## config.mk

```make
export PLATFORM = sky130hd
export DESIGN_NAME = ysyx_23060075_mem_arbiter
export DESIGN_NICKNAME = d
export VERILOG_FILES = /design/src/rtl/ysyx_23060075_mem_arbiter.sv
export SDC_FILE = /design/constraint.sdc
export NUM_CORES = 1
export LEC_CHECK = 0
export ABC_AREA = 0
export CAP_MARGIN = 20
export CORE_MARGIN = 4
export CORE_UTILIZATION = 30
export CTS_CLUSTER_SIZE = 30
export DETAILED_ROUTE_END_ITERATION = 12
export DONT_BUFFER_PORTS = 1
export GPL_TIMING_DRIVEN = 0
export MAX_ROUTING_LAYER = met4
export PLACE_DENSITY_LB_ADDON = 0.3
export SLEW_MARGIN = 20
export SYNTH_ARGS = -nofsm -noshare
export SYNTH_HDL_FRONTEND = slang
export SYNTH_SLANG_ARGS = --single-unit
export TNS_END_PERCENT = 100
```

## constraint.sdc

```tcl
create_clock -name clk -period 3.4 [get_ports clk]
set_clock_uncertainty 0.2 [all_clocks]
set_input_delay 0.68 -clock clk [delete_from_list [all_inputs] [get_ports clk]]
set_output_delay 0.68 -clock clk [all_outputs]
set_load 0.02 [all_outputs]
```

## src/rtl/ysyx_23060075_mem_arbiter.sv

```systemverilog
// Shares the single data-memory port between instruction fetch (IFU) and
// load/store (LSU). One transaction is outstanding at a time. The request is
// captured into registers, presented to memory, and the response is steered
// back to whichever requester owns the transaction.
//
// Build option: define YSYX_23060075_ARB_RR_EN to use round-robin arbitration
// when both requesters tie. Without it, the LSU always wins over the IFU.
//
// state | meaning
// IDLE  | no transaction in flight; arbitrate and accept one request
// REQ   | captured request driven to memory, waiting for mem_req_ready
// RSP   | memory accepted the request, waiting for mem_rsp_valid
module ysyx_23060075_mem_arbiter #(
  parameter int ISA_WIDTH  = 32,
  parameter int MASK_WIDTH = ISA_WIDTH / 8
) (
  input  logic                  clk,
  input  logic                  rst,
  input  logic                  ifu_req_valid,
  output logic                  ifu_req_ready,
  input  logic [ISA_WIDTH-1:0]  ifu_addr,
  output logic                  ifu_rsp_valid,
  input  logic                  lsu_req_valid,
  output logic                  lsu_req_ready,
  input  logic [ISA_WIDTH-1:0]  lsu_addr,
  input  logic [ISA_WIDTH-1:0]  lsu_w_data,
  input  logic [MASK_WIDTH-1:0] lsu_mask,
  input  logic                  lsu_w_en,
  output logic                  lsu_rsp_valid,
  output logic [ISA_WIDTH-1:0]  rsp_data,
  output logic                  mem_req_valid,
  input  logic                  mem_req_ready,
  output logic [ISA_WIDTH-1:0]  mem_addr,
  output logic [ISA_WIDTH-1:0]  mem_w_data,
  output logic [MASK_WIDTH-1:0] mem_mask,
  output logic                  mem_r_en,
  output logic                  mem_w_en,
  input  logic                  mem_rsp_valid,
  input  logic [ISA_WIDTH-1:0]  mem_rsp_data
);

  typedef enum logic [1:0] {
    IDLE = 2'd0,
    REQ  = 2'd1,
    RSP  = 2'd2
  } state_e;

  localparam logic OWNER_IFU = 1'b0;
  localparam logic OWNER_LSU = 1'b1;

  state_e                state_q, state_d;
  logic                  owner_q, owner_d;
  logic [ISA_WIDTH-1:0]  addr_q, addr_d;
  logic [ISA_WIDTH-1:0]  w_data_q, w_data_d;
  logic [MASK_WIDTH-1:0] mask_q, mask_d;
  logic                  r_en_q, r_en_d;
  logic                  w_en_q, w_en_d;

  logic grant_ifu;
  logic grant_lsu;
  logic arb_open;

  // Requests are only accepted in IDLE and never while reset is held.
  assign arb_open = (state_q == IDLE) && !rst;

`ifdef YSYX_23060075_ARB_RR_EN
  logic last_grant_q, last_grant_d;  // 1 = LSU won the last handshake

  // Round-robin: on a tie the requester not granted last time wins.
  always_comb begin
    grant_ifu = 1'b0;
    grant_lsu = 1'b0;
    if (arb_open) begin
      if (lsu_req_valid && ifu_req_valid) begin
        grant_ifu = last_grant_q;
        grant_lsu = !last_grant_q;
      end else begin
        grant_ifu = ifu_req_valid;
        grant_lsu = lsu_req_valid;
      end
    end
  end

  // Track the most recent winner for the next tie.
  always_comb begin
    last_grant_d = last_grant_q;
    if (grant_lsu) begin
      last_grant_d = 1'b1;
    end else if (grant_ifu) begin
      last_grant_d = 1'b0;
    end
  end

  // Last-grant register; resets to LSU so the IFU wins the first tie.
  always_ff @(posedge clk or posedge rst) begin
    if (rst) begin
      last_grant_q <= 1'b1;
    end else begin
      last_grant_q <= last_grant_d;
    end
  end
`else
  // Fixed priority: LSU over IFU.
  always_comb begin
    grant_lsu = arb_open && lsu_req_valid;
    grant_ifu = arb_open && ifu_req_valid && !lsu_req_valid;
  end
`endif

  // Next-state and request capture.
  always_comb begin
    state_d  = state_q;
    owner_d  = owner_q;
    addr_d   = addr_q;
    w_data_d = w_data_q;
    mask_d   = mask_q;
    r_en_d   = r_en_q;
    w_en_d   = w_en_q;
    case (state_q)
      IDLE: begin
        if (grant_lsu) begin
          state_d  = REQ;
          owner_d  = OWNER_LSU;
          addr_d   = lsu_addr;
          w_data_d = lsu_w_data;
          mask_d   = lsu_mask;
          r_en_d   = !lsu_w_en;
          w_en_d   = lsu_w_en;
        end else if (grant_ifu) begin
          state_d  = REQ;
          owner_d  = OWNER_IFU;
          addr_d   = ifu_addr;
          w_data_d = '0;
          mask_d   = '1;
          r_en_d   = 1'b1;
          w_en_d   = 1'b0;
        end
      end
      REQ: begin
        if (mem_req_ready) begin
          state_d = RSP;
        end
      end
      RSP: begin
        if (mem_rsp_valid) begin
          state_d = IDLE;
        end
      end
      default: begin
        state_d = IDLE;
      end
    endcase
  end

  // State and captured-request registers; reset drops any transaction.
  always_ff @(posedge clk or posedge rst) begin
    if (rst) begin
      state_q  <= IDLE;
      owner_q  <= OWNER_IFU;
      addr_q   <= '0;
      w_data_q <= '0;
      mask_q   <= '0;
      r_en_q   <= 1'b0;
      w_en_q   <= 1'b0;
    end else begin
      state_q  <= state_d;
      owner_q  <= owner_d;
      addr_q   <= addr_d;
      w_data_q <= w_data_d;
      mask_q   <= mask_d;
      r_en_q   <= r_en_d;
      w_en_q   <= w_en_d;
    end
  end

  // Outputs: handshakes, memory request fields and response steering.
  always_comb begin
    ifu_req_ready = grant_ifu;
    lsu_req_ready = grant_lsu;
    mem_req_valid = (state_q == REQ);
    mem_addr      = addr_q;
    mem_w_data    = w_data_q;
    mem_mask      = mask_q;
    mem_r_en      = r_en_q && (state_q == REQ);
    mem_w_en      = w_en_q && (state_q == REQ);
    ifu_rsp_valid = (state_q == RSP) && (owner_q == OWNER_IFU) && mem_rsp_valid;
    lsu_rsp_valid = (state_q == RSP) && (owner_q == OWNER_LSU) && mem_rsp_valid;
    rsp_data      = mem_rsp_data;
  end

endmodule

```

---- Word level (Yosys, flattened, before mapping) ----
Index checks and enable logic that the tools add are counted.
Widths: inputs -> output; s select.
operators by class
  muxes and demuxes ....................... 16
  equality and inequality tests ........... 5
  reductions and logical operators ........ 17
  bitwise gates (word level) .............. 1
operator list
  kind                count
  $mux 32             4
  $logic_and 1x1->1   10
  $mux 2              4
  $mux 4              2
  $pmux 2 s3          1
  $mux 1              5
  $logic_not 1->1     3
  $ne 3x3->1 const B  1
  $reduce_and 3->1    1
  $eq 2x1->1 const B  1
  $eq 2x2->1 const B  1
  $logic_not 2->1     1
  $ne 2x1->1 const B  1
  $ne 2x2->1 const B  1
  $reduce_and 2->1    1
  $reduce_bool 2->1   1
  $not 1->1           1
word-level totals
  logic and storage cells ................. 46
  output and inout bits ................... 107
  bits of input ports ..................... 139
  register bits ........................... 73

---- Longest topological paths before layout ----
Gate-level depths: netlist (run 1).
  depth after elaboration ................. 7
  mapped depth ............................ 7
  depth with buffers taken out ............ 5

---- Worst setup path before layout (run 1) ----
OpenSTA, ideal clock, no wires.
  path type ............................... input to output
  start ................................... input port rst
  end ..................................... output port lsu_req_ready
  cell stages on the path ................. 5
  slack ................................... 1.168 ns
  data required time ...................... 2.520 ns
  buffers on the path ..................... 2
  data arrival time ....................... 1.352 ns
  path through ............................ nor3_4 -> nand2_2 -> inv_2 -> buf_6 -> buf_4
on the way
  longest elaborated chain between the ends .. 3
RTL lines
  item                              RTL line  RTL
  start, declared                   18        input logic rst,
  $logic_not 1->1 (no source line)  n/a
  $logic_and 1x1->1                 64        assign arb_open = (state_q == IDLE) && !rst;
  $logic_and 1x1->1                 105       grant_lsu = arb_open && lsu_req_valid;
  end, declared                     24        output logic lsu_req_ready,
No other way between the ends.

---- Final worst setup path (run 1) ----
  start ................................... register state_q[0]
  end ..................................... output port mem_w_en
on the way
  longest elaborated chain between the ends .. 2
RTL lines
  item                     RTL line  RTL
  start, declared          51        state_e state_q, state_d;
  start signal, assigned   166       state_q <= state_d;
  $eq 2x1->1               n/a
  named net mem_req_valid  31        output logic mem_req_valid,
  $logic_and 1x1->1        185       mem_w_en = w_en_q && (state_q == REQ);
  end, declared            37        output logic mem_w_en,
The timed path passes the listed nets, and every way through them passes these cells.

==> flow_summary.json, run 1 <==
{
  "deepest_level_of_the_cts_h_tree": 3,
  "placement.io_buffers": 0,
  "max_freq_ghz": 0.372,
  "drt_drc_violations_left": 0,
  "cts-resized-gates": 0,
  "synth.area.mux_share": 0,
  "timing_max_transition_violations_final": 0,
  "synth-compound-area-share": 0.270,
  "worst_skew_pair.late_latency_ns": 0.33,
  "yosys-top-cells-area": "sky130_fd_sc_hd__dfrtp_1, sky130_fd_sc_hd__a22o_1, sky130_fd_sc_hd__buf_4, sky130_fd_sc_hd__a32oi_1, sky130_fd_sc_hd__a22oi_1",
  "power-per-cell-area_nw_per_um2": 1050,
  "slew-limit-headroom": 0.458,
  "num-fill-cells": 1130,
  "floorplan.io_pins": 246,
  "setup_viol_count_final": 0,
  "layout-area-overhead-vs-synth_pct": 15.1,
  "globalRouteTotalUtil": 0.155,
  "vertical_die_dimension_um": 115,
  "post_synth_instance_area_sq_um": 3430,
  "placedInstanceArea_sq_um": 3630,
  "final.min_clock_period_ns": 2.69,
  "synth.avg_cell_area_sq_um": 11.9,
  "critical_path_peak_fanout": 7,
  "max-cap-violations": 0,
  "synth_top_area_share": 0.533,
  "layout.cells.most_common_list": "sky130_fd_sc_hd__dfrtp_1, sky130_fd_sc_hd__buf_4, sky130_fd_sc_hd__a22o_1",
  "final_net_count": 439,
  "yosys.area.top_type": "sky130_fd_sc_hd__dfrtp_1",
  "hold_buffers": 0,
  "grt_setup_unrepaired": "no",
  "post_cts.repair.setup_buffers": 0,
  "clock_tree_from_tritoncts": "yes",
  "clk_pin_slew_ns": 0.06,
  "worstSetupEndpointType": "output pin",
  "antenna_violations_before_repair": 0,
  "layout-drive-gt1-share": 0.272,
  "yosys_register_bits": 73,
  "yosysWarnings": 0,
  "routing_usage_on_met2": 0.259,
  "sum_of_negative_setup_slack_ns": 0,
  "grt_first_pass_wirelength_mm": 14.7,
  "die_area_sq_um": 13200,
  "wirelength_mm": 10.4,
  "leakagePower_nw": 1.75,
  "initialDrtViolationCount": 73,
  "vias": 2478,
  "cts_buffers": 9,
  "cp_data_required_time_ns": 2.52,
  "layout.cells.most_common": "sky130_fd_sc_hd__dfrtp_1",
  "synth_top_family_by_area": "compound AO/OA/AOI/OAI gates",
  "syn_inst": 288,
  "combPwrFrac": 0.224,
  "first_global_vias": 2606,
  "core-area_sq_um": 11000,
  "yosys.area_share.adder": 0,
  "clock_sinks": 73,
  "synthXorXnorAreaFrac": 0,
  "dp_slack_ns": 0.939,
  "drt_pass1_iterations": 4,
  "initial_utilization": 0.311,
  "clk_path_buf_depth": 2,
  "clockPowerShare": 0.244,
  "netSwitchingFraction": 0.419,
  "timing.reg2reg.worst_path_depth": 4,
  "cp_data_arrival_time_ns": 1.81,
  "detailed_place_hpwl_mm": 8.12,
  "vias_per_cell": 5.57,
  "drtAntennaViolNets": 0,
  "grt_busiest_layer": "met2",
  "transition_time_of_the_tightest_slew_check_pin_ns": 0.811,
  "met3_usage_in_global_routing": 0.0579,
  "gpl.final_weighted_congestion": 0.736,
  "final_hold_viol_count": 0,
  "internal_power_mw": 2.40,
  "postLayoutSetupSlackWorst_ns": 0.711,
  "clk_root_buffer_cell": "sky130_fd_sc_hd__clkbuf_16",
  "floorplan.die.width_um": 115,
  "sequentialPowerShare": 0.532,
  "grt_start_max_net_pins": 38,
  "layout.cell_area.non_filler_sq_um": 3950,
  "timing.critical_path.from_type": "flop",
  "power.net_switching_mw": 1.73,
  "floorplan.rows": 38,
  "setup.worst_path.class": "flop to output pin",
  "finalPower_mw": 4.14,
  "run_status": "finished, final reports clean",
  "sequential_share_of_the_synthesized_area": 0.533,
  "globalRouteOverflowTotal": 0,
  "fin_crit_sh": 0.791,
  "synth-simple-area-share": 0.0741,
  "min_path_type": "input pin to async pin",
  "wl_per_cell_um": 23.3,
  "vdd_drop_max_v": 0.000407,
  "yosys.cell_types.count": 30,
  "gr-usage-met1": 0.171,
  "number_of_antenna_diodes": 0,
  "synth_nets": 427
}
-- layer usage --
| layer | part of all wire | wire (um) | vias to the layer above |
|---|---|---|---|
| met3 | 0.11 | 1190 | 12 |
| met2 | 0.50 | 5210 | 183 |
| met1 | 0.36 | 3780 | 1195 |
| li1 | - | - | 1088 |
| met4 | 0.018 | 182 | 0 |
| met5 | 0 | 0 | - |
-- per-stage QoR --
| stage | cells | hold slack [ns] | util |
|---|---|---|---|
| final | 445 | 0.0369 | 0.358 |
| after global routing | 445 | 0.0738 | 0.358 |
| after CTS | 445 | 0.0424 | 0.358 |
| after detailed placement | 429 | 0.280 | 0.329 |
| after global placement | 428 | 0.281 | 0.327 |
| after floorplan | 288 | 0.258 | - |
-- registers in the layout, summed over array words and instances (netlist names) --
name / cells
w_en_q: 1
mem_addr: 32
mem_w_data: 32
owner_q: 1
state_q: 2
mem_mask: 4
r_en_q: 1
-- final timing paths --
kind | start | to | slack [ns]
setup / recovery | state_q[0] | mem_w_en | 0.71
hold / removal | rst | state_q[1] | 0.04
setup reg to reg | state_q[0] | mem_addr[8] | 1.40
hold reg to reg | w_en_q | w_en_q | 0.30
max in group asynchronous | rst | mem_addr[2] | 2.41
min in group clk | lsu_w_en | r_en_q | 0.23
-- final cells by class --
class,count,area [sq um],area share
clock buffers,10,229,0.0580
clock inverters,6,90.1,0.0228
flip-flops and latches,73,1830,0.463
repair buffers,1,20.0,0.00507
plain buffers,56,408,0.103
multi-input cells,155,1180,0.299
inverters,4,17.5,0.00444
well taps,140,175,0.0444
-- power groups by stage --
stage | combinational [mW] | clock (mW) | sequential [mW]
2_1_floorplan | 0.783 | 0 | 2.08
3_3_place_gp | 0.921 | 0 | 2.21
3_5_place_dp | 0.962 | 0 | 2.20
4_1_cts | 0.949 | 1.04 | 2.21
5_1_grt | 1.04 | 1.08 | 2.26
6_report | 0.928 | 1.01 | 2.20
-- critical path, stage by stage (launching register included) --
cell and delay (ns):
sky130_fd_sc_hd__dfrtp_1 0.51, sky130_fd_sc_hd__nor2b_1 0.61, sky130_fd_sc_hd__and2_1 0.36
-- synthesized netlist by cell type --
library cell and n:
sky130_fd_sc_hd__nor4b_4 1, sky130_fd_sc_hd__nor2_1 2, sky130_fd_sc_hd__nand2_1 32, sky130_fd_sc_hd__o22a_1 4, sky130_fd_sc_hd__nor3b_1 1, sky130_fd_sc_hd__a22oi_2 10
sky130_fd_sc_hd__nor3_1 1, sky130_fd_sc_hd__dfrtp_1 73, sky130_fd_sc_hd__buf_2 8, sky130_fd_sc_hd__nor2_4 1, sky130_fd_sc_hd__a32oi_1 29, sky130_fd_sc_hd__o21ai_2 1
sky130_fd_sc_hd__and2_1 5, sky130_fd_sc_hd__or3_1 1, sky130_fd_sc_hd__a2bb2oi_1 1, sky130_fd_sc_hd__nor3_4 1, sky130_fd_sc_hd__clkbuf_1 6, sky130_fd_sc_hd__buf_4 34
sky130_fd_sc_hd__a22oi_1 19, sky130_fd_sc_hd__inv_2 1, sky130_fd_sc_hd__o21ai_0 2, sky130_fd_sc_hd__inv_1 3, sky130_fd_sc_hd__buf_6 8, sky130_fd_sc_hd__a31oi_1 3
sky130_fd_sc_hd__nand2_2 1, sky130_fd_sc_hd__o2bb2ai_1 3, sky130_fd_sc_hd__nor2b_1 2, sky130_fd_sc_hd__a21o_1 1, sky130_fd_sc_hd__a22o_1 33, sky130_fd_sc_hd__nand2b_1 1
-- cell families (layout without fill, tap and decap cells) --
family / after synthesis / after routing
flops: 73 / 73
compound gates: 106 / 106
buf+inv: 60 / 77
simple gates: 49 / 49
Power figures use the tool's default switching activity.
==> run 2: changes to the inputs <==
- clock period: 3.4 -> 2.7 ns (I/O delays scaled with it)
==> flow_summary.json, run 2 (synthesis results as in run 1) <==
{
  "floorplan.rows": 38,
  "worst_skew_pair.late_latency_ns": 0.33,
  "vias": 2482,
  "vdd_drop_max_v": 0.000513,
  "sequentialPowerShare": 0.532,
  "num-fill-cells": 1131,
  "core-area_sq_um": 11000,
  "wirelength_mm": 10.4,
  "layout-drive-gt1-share": 0.271,
  "vertical_die_dimension_um": 115,
  "antenna_violations_before_repair": 0,
  "clock_sinks": 73,
  "logic_depth_of_the_worst_path_buffers_included": 2,
  "globalRouteOverflowTotal": 0,
  "critical_path_peak_fanout": 7,
  "clk_path_buf_depth": 2,
  "internal_power_mw": 3.03,
  "gpl.final_weighted_congestion": 0.736,
  "drtAntennaViolNets": 0,
  "post_cts.repair.setup_buffers": 0,
  "number_of_antenna_diodes": 0,
  "setup_viol_count_final": 0,
  "power.net_switching_mw": 2.18,
  "max_freq_ghz": 0.393,
  "final_net_count": 440,
  "critPathMaxStageDelay_ns": 0.61,
  "timing.critical_path.from_type": "flop",
  "netSwitchingFraction": 0.419,
  "vias_per_cell": 5.57,
  "timing.critical_path.from": "state_q[0]",
  "initial_utilization": 0.311,
  "path_buf_inv": 0,
  "grt_start_max_net_pins": 38,
  "layout.cells.most_common_list": "sky130_fd_sc_hd__dfrtp_1, sky130_fd_sc_hd__buf_4, sky130_fd_sc_hd__a22o_1",
  "crit_path_cell_trace": "nor2b_1, and2_1",
  "transition_time_of_the_tightest_slew_check_pin_ns": 0.811,
  "layout.cells.most_common": "sky130_fd_sc_hd__dfrtp_1",
  "dp_slack_ns": 0.454,
  "crit-reg2reg-launch": "state_q[0]",
  "combPwrFrac": 0.224,
  "cp_data_arrival_time_ns": 1.81,
  "first_global_vias": 2609,
  "hold_path_startpoint": "lsu_w_en",
  "multi_input_comb_area_sq_um": 1180,
  "placement.io_buffers": 0,
  "deepest_level_of_the_cts_h_tree": 3,
  "cts_buffers": 9,
  "floorplan.die.width_um": 115,
  "drt_pass1_iterations": 4,
  "regArea_sq_um": 1830,
  "initialDrtViolationCount": 78,
  "final.min_clock_period_ns": 2.55,
  "globalRouteTotalUtil": 0.155,
  "max-cap-violations": 0,
  "slew-limit-headroom": 0.458,
  "floorplan.io_pins": 246,
  "cp_data_required_time_ns": 1.96,
  "grt_setup_unrepaired": "no",
  "clockPowerShare": 0.243,
  "worstSetupEndpointType": "output pin",
  "sum_of_negative_setup_slack_ns": 0,
  "min_path_type": "input pin to flop",
  "run_status": "finished, final reports clean",
  "postLayoutSetupSlackWorst_ns": 0.154,
  "die_area_sq_um": 13200,
  "timing.reg2reg.worst_path_depth": 4,
  "detailed_place_hpwl_mm": 8.12,
  "fin_crit_sh": 0.943,
  "timing_max_transition_violations_final": 0,
  "clk_root_buffer_cell": "sky130_fd_sc_hd__clkbuf_16",
  "leakagePower_nw": 1.76,
  "grt_first_pass_wirelength_mm": 14.7,
  "power-per-cell-area_nw_per_um2": 1320,
  "cp_top_family": "simple AND/OR/NAND/NOR gates",
  "clk_pin_slew_ns": 0.06,
  "layout-area-overhead-vs-synth_pct": 15.4,
  "min_delay_path_depth": 1,
  "setup.worst_path.class": "flop to output pin",
  "wl_per_cell_um": 23.3,
  "drt_drc_violations_left": 0,
  "final_hold_viol_count": 0,
  "cpMaxStageDelayCell": "sky130_fd_sc_hd__nor2b_1",
  "clock_tree_from_tritoncts": "yes"
}
-- run 2: changes by cell type in the layout (fill, tap and decap cells not counted), sizes merged --
cell,delta
dlygate4sd3,+1
-- run 2: cell type report --
class / count / share of cell area
clock buffers: 10 / 0.0579
well taps: 140 / 0.0443
inverters: 4 / 0.00443
multi-input cells: 155 / 0.298
flip-flops and latches: 73 / 0.462
plain buffers: 56 / 0.103
repair buffers: 2 / 0.00759
clock inverters: 6 / 0.0228
-- run 2: worst paths after layout --
path / slack, ns / to
setup / recovery: 0.15 / mem_w_en
hold / removal: 0.09 / r_en_q
setup reg to reg: 0.70 / mem_addr[8]
hold reg to reg: 0.30 / w_en_q
max in group asynchronous: 1.22 / mem_addr[2]
min in group asynchronous: 0.52 / state_q[1]
-- run 2: repair_timing --
item | in CTS | in global routing
hold buffers | 1 | 0
resized for setup | 0 | 0
endpoints found under the hold margin | 36 | 0
-- run 2: routing by layer --
| layer | up-vias | track usage | share of wire |
|---|---|---|---|
| met5 | - | - | 0 |
| met3 | 12 | 0.0563 | 0.11 |
| met1 | 1198 | 0.173 | 0.37 |
| li1 | 1090 | - | - |
| met2 | 182 | 0.259 | 0.50 |
| met4 | 0 | 0.0477 | 0.018 |
-- run 2: power by group through the flow --
stage	Sequential (mW)	Combinational (mW)	Clock, mW
2_1_floorplan	2.62	0.986	0
3_3_place_gp	2.79	1.16	0
3_5_place_dp	2.77	1.21	0
4_1_cts	2.78	1.20	1.31
5_1_grt	2.84	1.31	1.36
6_report	2.77	1.17	1.27
-- run 2: per-stage QoR --
stage	power [mW]	hold WS [ns]	cells	utilization	cell area [sq um]
3_5_place_dp	3.98	0.263	429	0.329	3630
4_1_cts	5.29	0.0731	446	0.359	3960
3_3_place_gp	3.95	0.281	428	0.327	3600
5_1_grt	5.51	0.0815	446	0.359	3960
2_1_floorplan	3.60	0.258	288	-	3430
6_report	5.21	0.0855	446	0.359	3960
